**src/rtl/wb_port_arbiter.sv**
```systemverilog
// Register-file write-port arbiter: pipeline writeback vs. one buffered MDU result,
// with a forced one-cycle pipeline stall when the buffered result starves.
module wb_port_arbiter #(
  parameter int DATA_W       = 32,
  parameter int ADDR_W       = 5,
  parameter int STARVE_LIMIT = 4
) (
  input  logic              clk,
  input  logic              rst_n,
  input  logic              pipe_we,
  input  logic [ADDR_W-1:0] pipe_rd,
  input  logic [DATA_W-1:0] pipe_wdata,
  input  logic              mdu_valid,
  input  logic [ADDR_W-1:0] mdu_rd,
  input  logic [DATA_W-1:0] mdu_wdata,
  output logic              mdu_ready,
  output logic              pipe_stall,
  output logic              rf_we,
  output logic [ADDR_W-1:0] rf_waddr,
  output logic [DATA_W-1:0] rf_wdata,
  output logic              wb_sel,
  output logic              mdu_drop
);

  typedef enum logic [1:0] {IDLE, WAIT, FORCE} state_t;

  state_t            r_state;
  logic [ADDR_W-1:0] r_buf_rd;
  logic [DATA_W-1:0] r_buf_data;
  logic [2:0]        r_starve_cnt;
  logic              r_rf_we;
  logic [ADDR_W-1:0] r_rf_waddr;
  logic [DATA_W-1:0] r_rf_wdata;
  logic              r_wb_sel;
  logic              r_mdu_drop;

  logic              w_pipe_req;
  logic              w_accept;
  logic [2:0]        w_cnt_nxt;

  // The buffer is full exactly when not IDLE, so readiness is pure state.
  assign mdu_ready  = (r_state == IDLE);
  assign pipe_stall = (r_state == FORCE);
  assign w_pipe_req = pipe_we && (pipe_rd != '0);
  assign w_accept   = mdu_valid && mdu_ready;
  assign w_cnt_nxt  = r_starve_cnt + 3'd1;

  assign rf_we    = r_rf_we;
  assign rf_waddr = r_rf_waddr;
  assign rf_wdata = r_rf_wdata;
  assign wb_sel   = r_wb_sel;
  assign mdu_drop = r_mdu_drop;

  always_ff @(posedge clk or negedge rst_n) begin
    if (!rst_n) begin
      r_state      <= IDLE;
      r_buf_rd     <= '0;
      r_buf_data   <= '0;
      r_starve_cnt <= '0;
      r_rf_we      <= 1'b0;
      r_rf_waddr   <= '0;
      r_rf_wdata   <= '0;
      r_wb_sel     <= 1'b0;
      r_mdu_drop   <= 1'b0;
    end else begin
      r_rf_we    <= 1'b0;
      r_wb_sel   <= 1'b0;
      r_mdu_drop <= 1'b0;
      case (r_state)
        IDLE: begin
          if (w_pipe_req) begin
            r_rf_we    <= 1'b1;
            r_rf_waddr <= pipe_rd;
            r_rf_wdata <= pipe_wdata;
          end
          // rd==0 results are consumed here and never buffered
          if (w_accept && (mdu_rd != '0)) begin
            r_buf_rd     <= mdu_rd;
            r_buf_data   <= mdu_wdata;
            r_starve_cnt <= '0;
            r_state      <= WAIT;
          end
        end
        WAIT: begin
          if (!w_pipe_req) begin
            r_rf_we      <= 1'b1;
            r_rf_waddr   <= r_buf_rd;
            r_rf_wdata   <= r_buf_data;
            r_wb_sel     <= 1'b1;
            r_starve_cnt <= '0;
            r_state      <= IDLE;
          end else begin
            r_rf_we    <= 1'b1;
            r_rf_waddr <= pipe_rd;
            r_rf_wdata <= pipe_wdata;
            if (pipe_rd == r_buf_rd) begin
              // younger pipeline write to the same register supersedes the MDU result
              r_mdu_drop   <= 1'b1;
              r_starve_cnt <= '0;
              r_state      <= IDLE;
            end else begin
              r_starve_cnt <= w_cnt_nxt;
              if (w_cnt_nxt == 3'(STARVE_LIMIT)) r_state <= FORCE;
            end
          end
        end
        FORCE: begin
          r_rf_we      <= 1'b1;
          r_rf_waddr   <= r_buf_rd;
          r_rf_wdata   <= r_buf_data;
          r_wb_sel     <= 1'b1;
          r_starve_cnt <= '0;
          r_state      <= IDLE;
        end
        default: begin
          r_starve_cnt <= '0;
          r_state      <= IDLE;
        end
      endcase
    end
  end

endmodule

```
**config.mk**
```make
export PLATFORM = sky130hd
export DESIGN_NAME = wb_port_arbiter
export DESIGN_NICKNAME = d
export VERILOG_FILES = /design/src/rtl/wb_port_arbiter.sv
export SDC_FILE = /design/constraint.sdc
export NUM_CORES = 1
export LEC_CHECK = 0
export ABC_AREA = 1
export CAP_MARGIN = 5
export CELL_PAD_IN_SITES_DETAIL_PLACEMENT = 0
export CELL_PAD_IN_SITES_GLOBAL_PLACEMENT = 1
export CORE_MARGIN = 2
export CORE_UTILIZATION = 34
export DETAILED_ROUTE_END_ITERATION = 10
export PLACE_DENSITY_LB_ADDON = 0.1
export SYNTH_ARGS = -nofsm -noshare
export SYNTH_HDL_FRONTEND = slang
export SYNTH_SLANG_ARGS = --single-unit
export TNS_END_PERCENT = 20
```
**constraint.sdc**
```tcl
create_clock -name clk -period 1.7 [get_ports clk]
set_input_delay 0.17 -clock clk [delete_from_list [all_inputs] [get_ports clk]]
set_output_delay 0.17 -clock clk [all_outputs]
set_load 0.01 [all_outputs]
```
Word level (Yosys, flattened, before mapping):

Cells that the tools add are included.
W data, S select, Z words.

* muxes and demuxes: 22
* reduce and logical (&&, ||, !) cells: 11
* $add $sub $neg: 1
* equality and inequality tests: 7

Operators with widths (count)
* $pmux W32 S3: 1
* $mux W32: 2
* $pmux W5 S3: 1
* $mux W5: 2
* $reduce_bool A5 Y1: 2
* $mux W3: 3
* $mux W2: 4
* $pmux W3 S2: 1
* $reduce_and A2 Y1: 3
* $eq A5 B5 Y1: 1
* $mux W1: 5
* $ne A2 B1 Y1 const B: 2
* $ne A4 B4 Y1 const B: 1
* $pmux W1 S2: 2
* $pmux W2 S2: 1
* $add A3 B1 Y3 const B: 1
* $eq A3 B3 Y1 const B: 1
* $logic_and A1 B1 Y1: 3
* $reduce_bool A3 Y1: 1
* $eq A2 B1 Y1 const B: 1
* $eq A2 B2 Y1 const B: 1
* $logic_not A2 Y1: 1
* $reduce_or A2 Y1: 1

* logic and storage cells: 50
* input port bits: 78
* flip-flop bits (word level): 82

Logic depth before layout (Yosys ltp):

Gate-level depths: netlist of run 1.

* depth after elaboration: 6
* depth in mapped cells: 10
* gate-level depth less buffers: 10

Worst setup path after synthesis of run 1:

No wires, ideal clock.

* path type: flip-flop to flip-flop
* from: register r_state[0]
* to: register r_buf_rd[0]
* buffers on the path: 2
* stages on the path, launching flop included: 10
* library setup time: 0.116 ns
* arrival: 1.451 ns
* setup slack: 0.133 ns
* cell sequence: dfrtp_1 inv_1 ha_1 nand2_1 inv_1 nand2_1 buf_2 buf_2 nand2_1 nand2_1

* word-level cells in the longest chain between the ends: 4

RTL lines
* from (decl): line 27 `state_t r_state;`
* from (signal assigned): line 56 `r_state <= IDLE;`
* from (signal assigned): line 81 `r_state <= WAIT;`
* from (signal assigned): line 91 `r_state <= IDLE;`
* $logic_not A2 Y1 *: line 42 `assign mdu_ready = (r_state == IDLE);`
* net mdu_ready: line 16 `output logic mdu_ready,`
* $logic_and A1 B1 Y1: line 45 `assign w_accept = mdu_valid && mdu_ready;`
* $logic_and A1 B1 Y1: line 77 `if (w_accept && (mdu_rd != '0)) begin`
* $reduce_and A2 Y1 (no line) *
* to (signal assigned): line 78 `r_buf_rd <= mdu_rd;`
* to (decl): line 28 `logic [ADDR_W-1:0] r_buf_rd;`

Mark *: on every way through the listed nets, which the timed path passes. The rest lies on a longest branch.
A chain may end at the register's enable or synchronous reset.

Worst setup path in the final report of run 1:

* from: register r_state[1]
* to: output mdu_ready

* word-level cells in the longest chain between the ends: 1

RTL lines (line)
* $logic_not A2 Y1: 42
* to (decl): 16

No other way between the ends.

==> results of run 1 <==
-- flip-flops by register name, indices dropped and copies added (netlist names) --
register      flops
r_buf_rd          5
rf_waddr          5
rf_wdata         32
r_state           2
wb_sel            1
r_starve_cnt      3
mdu_drop          1
r_buf_data       32
rf_we             1
-- per-layer routing --
metal / routed length, um / GRT usage / part of all wire
met1: 5220 / 0.235 / 0.48
met2: 4940 / 0.292 / 0.45
met3: 580 / 0.0358 / 0.053
met4: 201 / 0.0707 / 0.018
met5: 0 / 0 / 0
-- cell type report --
type / count / area (um^2) / share of cell area
repair buffers: 134 / 1370 / 0.233
clock buffers: 11 / 253 / 0.0430
clock inverters: 4 / 26.3 / 0.00447
well taps: 168 / 210 / 0.0358
multi-input cells: 426 / 1750 / 0.297
flip-flops and latches: 82 / 2050 / 0.349
inverters: 58 / 220 / 0.0375
-- cell families after synthesis --
kind of cell,synth area share
xor gates and xnor gates,0.00416
adders and majority gates,0.0178
AOI/OAI and AO/OA,0.0146
buffers and inverters,0.0987
DFF,0.487
and+or+nand+nor,0.377
-- metrics by stage --
step	utilization	hold WS [ns]	worst slack, ns	std cells	total power, W
final	0.487	0.361	0.0993	883	0.00883
after global routing	0.487	0.359	0.0171	883	0.00958
after CTS	0.487	0.348	0.0355	883	0.00897
after detailed placement	0.463	0.242	-0.0256	867	0.00706
after global placement	0.463	0.243	-0.0177	867	0.00701
after floorplan	-	-0.126	0.133	590	0.00538
-- path summary, 6_finish.rpt --
kind / startpoint / to / slack [ns] / cells after the start
max in group asynchronous: rst_n / rf_wdata[8]$_DFFE_PN0P_ / 0.93 / 3
worst max-delay path: r_state[1]$_DFFE_PN0P_ / mdu_ready / 0.1 / 4
worst min register to register: rf_wdata[26]$_DFFE_PN0P_ / rf_wdata[26]$_DFFE_PN0P_ / 0.47 / 2
worst max register to register: r_state[0]$_DFFE_PN0P_ / rf_waddr[3]$_DFFE_PN0P_ / 0.14 / 7
min in group asynchronous: rst_n / rf_wdata[23]$_DFFE_PN0P_ / 0.38 / 3
worst min-delay path: mdu_wdata[3] / r_buf_data[3]$_DFFE_PN0P_ / 0.36 / 3
-- power breakdown --
| group | internal (W) | switching [W] |
|---|---|---|
| logic | 0.00175 | 0.00199 |
| registers | 0.00277 | 0.000461 |
| clock network | 0.00106 | 0.000798 |
-- placed cells by master, fill, tap and decap left out, types with 2 or more instances in the layout --
cell type / instances
a21oi_1: 2
nor2_1: 8
nand3_2: 2
dfrtp_1: 82
nand2_4: 2
o21ai_0: 7
clkdlybuf4s50_1: 116
buf_4: 9
clkinv_2: 2
clkbuf_8: 2
buf_12: 5
nand2_2: 2
inv_1: 56
nand3_1: 3
ha_1: 6
clkbuf_16: 9
nand4_1: 2
nand2_1: 387
-- worst register-to-register path, cell delays in order, from the launching register on --
cell and delay, ns:
dfrtp_1 0.40, inv_1 0.08, ha_1 0.21, buf_4 0.16
a21oi_4 0.17, buf_4 0.30, nand2_1 0.12, nand2_1 0.07
-- timing repair --
item / 4_1_cts / 5_1_grt
hold buffers: 1 / 0
hold endpoints to repair: 82 / 0
gates resized for setup: 2 / 4
setup endpoints to repair: 2 / 26
buffers inserted: 0 / 0
==> impl_metrics.toml, run 1 <==
[die]
chipHeight_um = 115
io_pins = 120
core_um2 = 12100
fp.dieW_um = 115
die_area_um2 = 13300
num_rows = 40
start_util = 0.349

[synthesis]
syn_nets = 674
ys_seq_area_frac = 0.487
synth.avg_cell_area_um2 = 7.14
synth_top_area_cell = "dfrtp_1"
synth_edf_count = 0
synth_top_cell_area_share = 0.487
syn_area_um2 = 4210
syn_inst = 590
synth_cell_types = 23
ys_warn_count = 0
ys_seq_elements = 82
synthArstFlopShare = 1.00
synth_most_common_cell = "nand2_1"
synthTopCellsByArea = "dfrtp_1 (49%), nand2_1 (35%), inv_1 (5.0%), buf_6 (1.9%), ha_1 (1.8%)"
synthTopCellsByCount = "nand2_1 (388), dfrtp_1 (82), inv_1 (56)"
synth_ff_type = "dfrtp_1"

[clock_network]
cts_tree = "done"
cts_made_buffers = 9
clk_latency_ns = 0.34
h-tree-depth = 3
clk_path_buf_depth = 2
cts.sinks = 82
clk_pin_slew_ns = 0.06
cts-root-buf = "clkbuf_16"

[worst_setup_path]
startpoint_type = "register"
arrival_ns = 1.43
worst_setup_path_end_kind = "output port"
cp_max_fo = 5
path_class = "reg -> out"
cp_slowest_cell = "dfrtp_1"
worstPathCellList = "inv_1 -> ha_1 -> buf_4 -> clkdlybuf4s15_1"
crit_family = "buffers and inverters"
worst-path-buf-inv = 3
slowest_delay_ns = 0.42
required_ns = 1.53

[place]
dp_hpwl_mm = 7.56
routabilityCongestion = 0.784
placed_area_um2 = 5580
portBuffers = 119

[routing]
vias = 3787
postRouteAntennaNets = 0
dr.first_iter.drc_count = 176
via_per_inst = 4.29
drtPass1Iterations = 4
wl_per_cell_um = 12.4
wl_mm = 10.9
drc_errors = 0

[power_and_ir_drop]
peakVddDrop_uv = 525
p_leak_nw = 3.31
power.density_nw_per_um2 = 1500

[global_route]
grt_max_degree = 83
antenna_found_initial = 0
grt_overflow_total = 0
grt_pass1_vias = 3808
grt_usage = 0.179
grt_first_pass_wirelength_mm = 18.4

[timing]
fin_crit_sh = 0.942
worst_slew_pin_slew_ns = 0.466
skew_ns = 0.00562
finalSetupTns_ns = 0
fin_crit_ns = 1.60
relSlewSlack = 0.689
finalHoldViolations = 0
setup_violations = 0
fmax_mhz = 625
slew_viol_final = 0
rsz0062_at_grt = "no"

[final_layout]
syn2layout_area_growth_pct = 39.6
num_antenna_cells = 0
final_layout_size_suffix_gt1_frac = 0.0573
finalNetCount = 795
stdcell_area_um2 = 5880
nFillCells = 1220

[worst_hold_path]
worstHoldPathType = "in -> reg"

[run]
drv_cap = 0

[status]
outcome = "completed"
Power figures use the tool's default switching activity.
==> run 2, diff against run 1 <==
- CORE_UTILIZATION: 34 -> 35
- CTS_BUF_LIST: unset -> sky130_fd_sc_hd__clkbuf_4
==> impl_metrics.toml, run 2 (synthesis results as in run 1) <==
[status]
outcome = "completed"

[final_layout]
syn2layout_area_growth_pct = 36.4
finalNetCount = 800
num_antenna_cells = 0
nFillCells = 1285
final_layout_size_suffix_gt1_frac = 0.0653
final_cell_mix = "nand2_1 (387), clkdlybuf4s50_1 (116), dfrtp_1 (82), inv_1 (55), buf_4 (15)"
final_cells = 867
stdcell_area_um2 = 5740
final_common_cell = "nand2_1"

[run]
drv_cap = 0

[routing]
drtPass1Iterations = 4
wl_per_cell_um = 12.9
vias = 3836
drc_errors = 0
dr.first_iter.drc_count = 184
via_per_inst = 4.42
postRouteAntennaNets = 0
wl_mm = 11.2

[die]
num_rows = 40
fp.dieW_um = 114
die_area_um2 = 12900
core_um2 = 11900
start_util = 0.355
chipHeight_um = 114
io_pins = 120

[timing]
fmax_mhz = 617
finalHoldViolations = 0
finalSetupTns_ns = 0
holdWs_ns = 0.180
setup_violations = 0
fin_crit_ns = 1.62
fin_crit_sh = 0.953
skew_ns = 0.0146
relSlewSlack = 0.741
rsz0062_at_grt = "no"
slew_viol_final = 0
setup_ws_ns = 0.0798
worst_slew_pin_slew_ns = 0.389

[clock_network]
clk_latency_ns = 0.45
cts_tree = "done"
cts.sinks = 82
clk_path_buf_depth = 2
clk_pin_slew_ns = 0.13
cts-root-buf = "clkbuf_4"
cts_made_buffers = 9
h-tree-depth = 3

[global_route]
grt_pass1_vias = 3912
grt_overflow_total = 0
grt_first_pass_wirelength_mm = 18.8
grt_max_degree = 43
antenna_found_initial = 0
grt_usage = 0.186

[worst_setup_path]
arrival_ns = 1.45
crit_end = "pipe_stall"
reg2reg_depth = 9
path_class = "reg -> out"
worstPathCellList = "buf_4 -> ha_1 -> dlygate4sd2_1"
cp_max_fo = 3
reg2reg_setup_slack_ns = 0.17
worst-path-buf-inv = 2
startpoint_type = "register"
required_ns = 1.53
startpoint = "r_state[1]$_DFFE_PN0P_"
slowest_delay_ns = 0.39
r2r_start = "r_state[0]$_DFFE_PN0P_"
crit_family = "buffers and inverters"
cp.depth = 3
cp_slowest_cell = "dfrtp_1"
worst_setup_path_end_kind = "output port"
r2r-end = "rf_waddr[4]$_DFFE_PN0P_"

[power_and_ir_drop]
switchingPower_w = 0.00317
swShare = 0.382
power_frac_seq = 0.390
power.density_nw_per_um2 = 1440
power.internal_w = 0.00512
p_leak_nw = 3.27
peakVddDrop_uv = 687
clockPowerShare = 0.154
comb_power_share = 0.457

[place]
dpl.cell_count = 849
place_ws_ns = -0.0460
routabilityCongestion = 0.798
portBuffers = 119
placed_area_um2 = 5570
dp_hpwl_mm = 7.80

[worst_hold_path]
worstHoldPathType = "in -> async"
[run 2: repair_timing]
action	4_1_cts	5_1_grt
endpoints found under the hold margin	81	0
resized for setup	4	6
setup endpoints to repair	3	36
setup buffers	2	0
gates cloned	0	0
hold buffers	1	0
[run 2: how the worst min path moves through the flow]
stage | depth (start not counted) | start | slack, ns | endpoint
final | 2 | rst_n | 0.18 | r_buf_data[4]$_DFFE_PN0P_
after floorplan | 0 | rst_n | -0.13 | mdu_drop$_DFF_PN0_
after global placement | 1 | rst_n | 0.12 | r_starve_cnt[1]$_DFFE_PN0P_
after global routing | 2 | rst_n | 0.19 | r_buf_data[4]$_DFFE_PN0P_
after detailed placement | 1 | rst_n | 0.12 | r_starve_cnt[1]$_DFFE_PN0P_
after CTS | 2 | rst_n | 0.15 | rf_waddr[3]$_DFFE_PN0P_
[run 2: routing by layer]
| layer | global-route usage | vias to the layer above | wire, um | share of wire |
|---|---|---|---|---|
| li1 | - | 1979 | - | - |
| met4 | 0.0756 | 0 | 209 | 0.019 |
| met1 | 0.245 | 1756 | 5320 | 0.47 |
| met2 | 0.307 | 87 | 5220 | 0.47 |
| met3 | 0.0319 | 14 | 465 | 0.041 |
| met5 | 0 | - | 0 | 0 |
[run 2: metrics by stage]
stage | power [W] | util
floorplan | 0.00538 | -
global placement | 0.00703 | 0.469
detailed placement | 0.00708 | 0.469
CTS | 0.00840 | 0.484
global route | 0.00901 | 0.484
finish | 0.00829 | 0.484
[run 2: power by group through the flow]
| stage | clock, W | sequential (W) | combinational (W) |
|---|---|---|---|
| floorplan | 0 | 0.00339 | 0.00199 |
| global placement | 0 | 0.00325 | 0.00378 |
| detailed placement | 0 | 0.00328 | 0.00380 |
| CTS | 0.00132 | 0.00323 | 0.00384 |
| global route | 0.00139 | 0.00334 | 0.00428 |
| finish | 0.00127 | 0.00323 | 0.00379 |
[run 2: cell type report]
type                       count  area, um^2  area share
clock buffer                  11        82.6      0.0144
tap                          147         184      0.0320
inverter                      58         220      0.0383
timing repair buffer         139        1390       0.242
clock inverter                 4        67.6      0.0118
multi-input combinational    426        1750       0.304
sequential                    82        2050       0.357
[run 2: worst register-to-register path, cell delays in order, from the launching register on]
cell	delay (ns)
dfrtp_1	0.42
buf_4	0.16
ha_1	0.25
nand3_2	0.12
nand2_2	0.10
buf_12	0.17
nand2_1	0.06
nand2_1	0.05
nand2_1	0.05
nand2_1	0.06
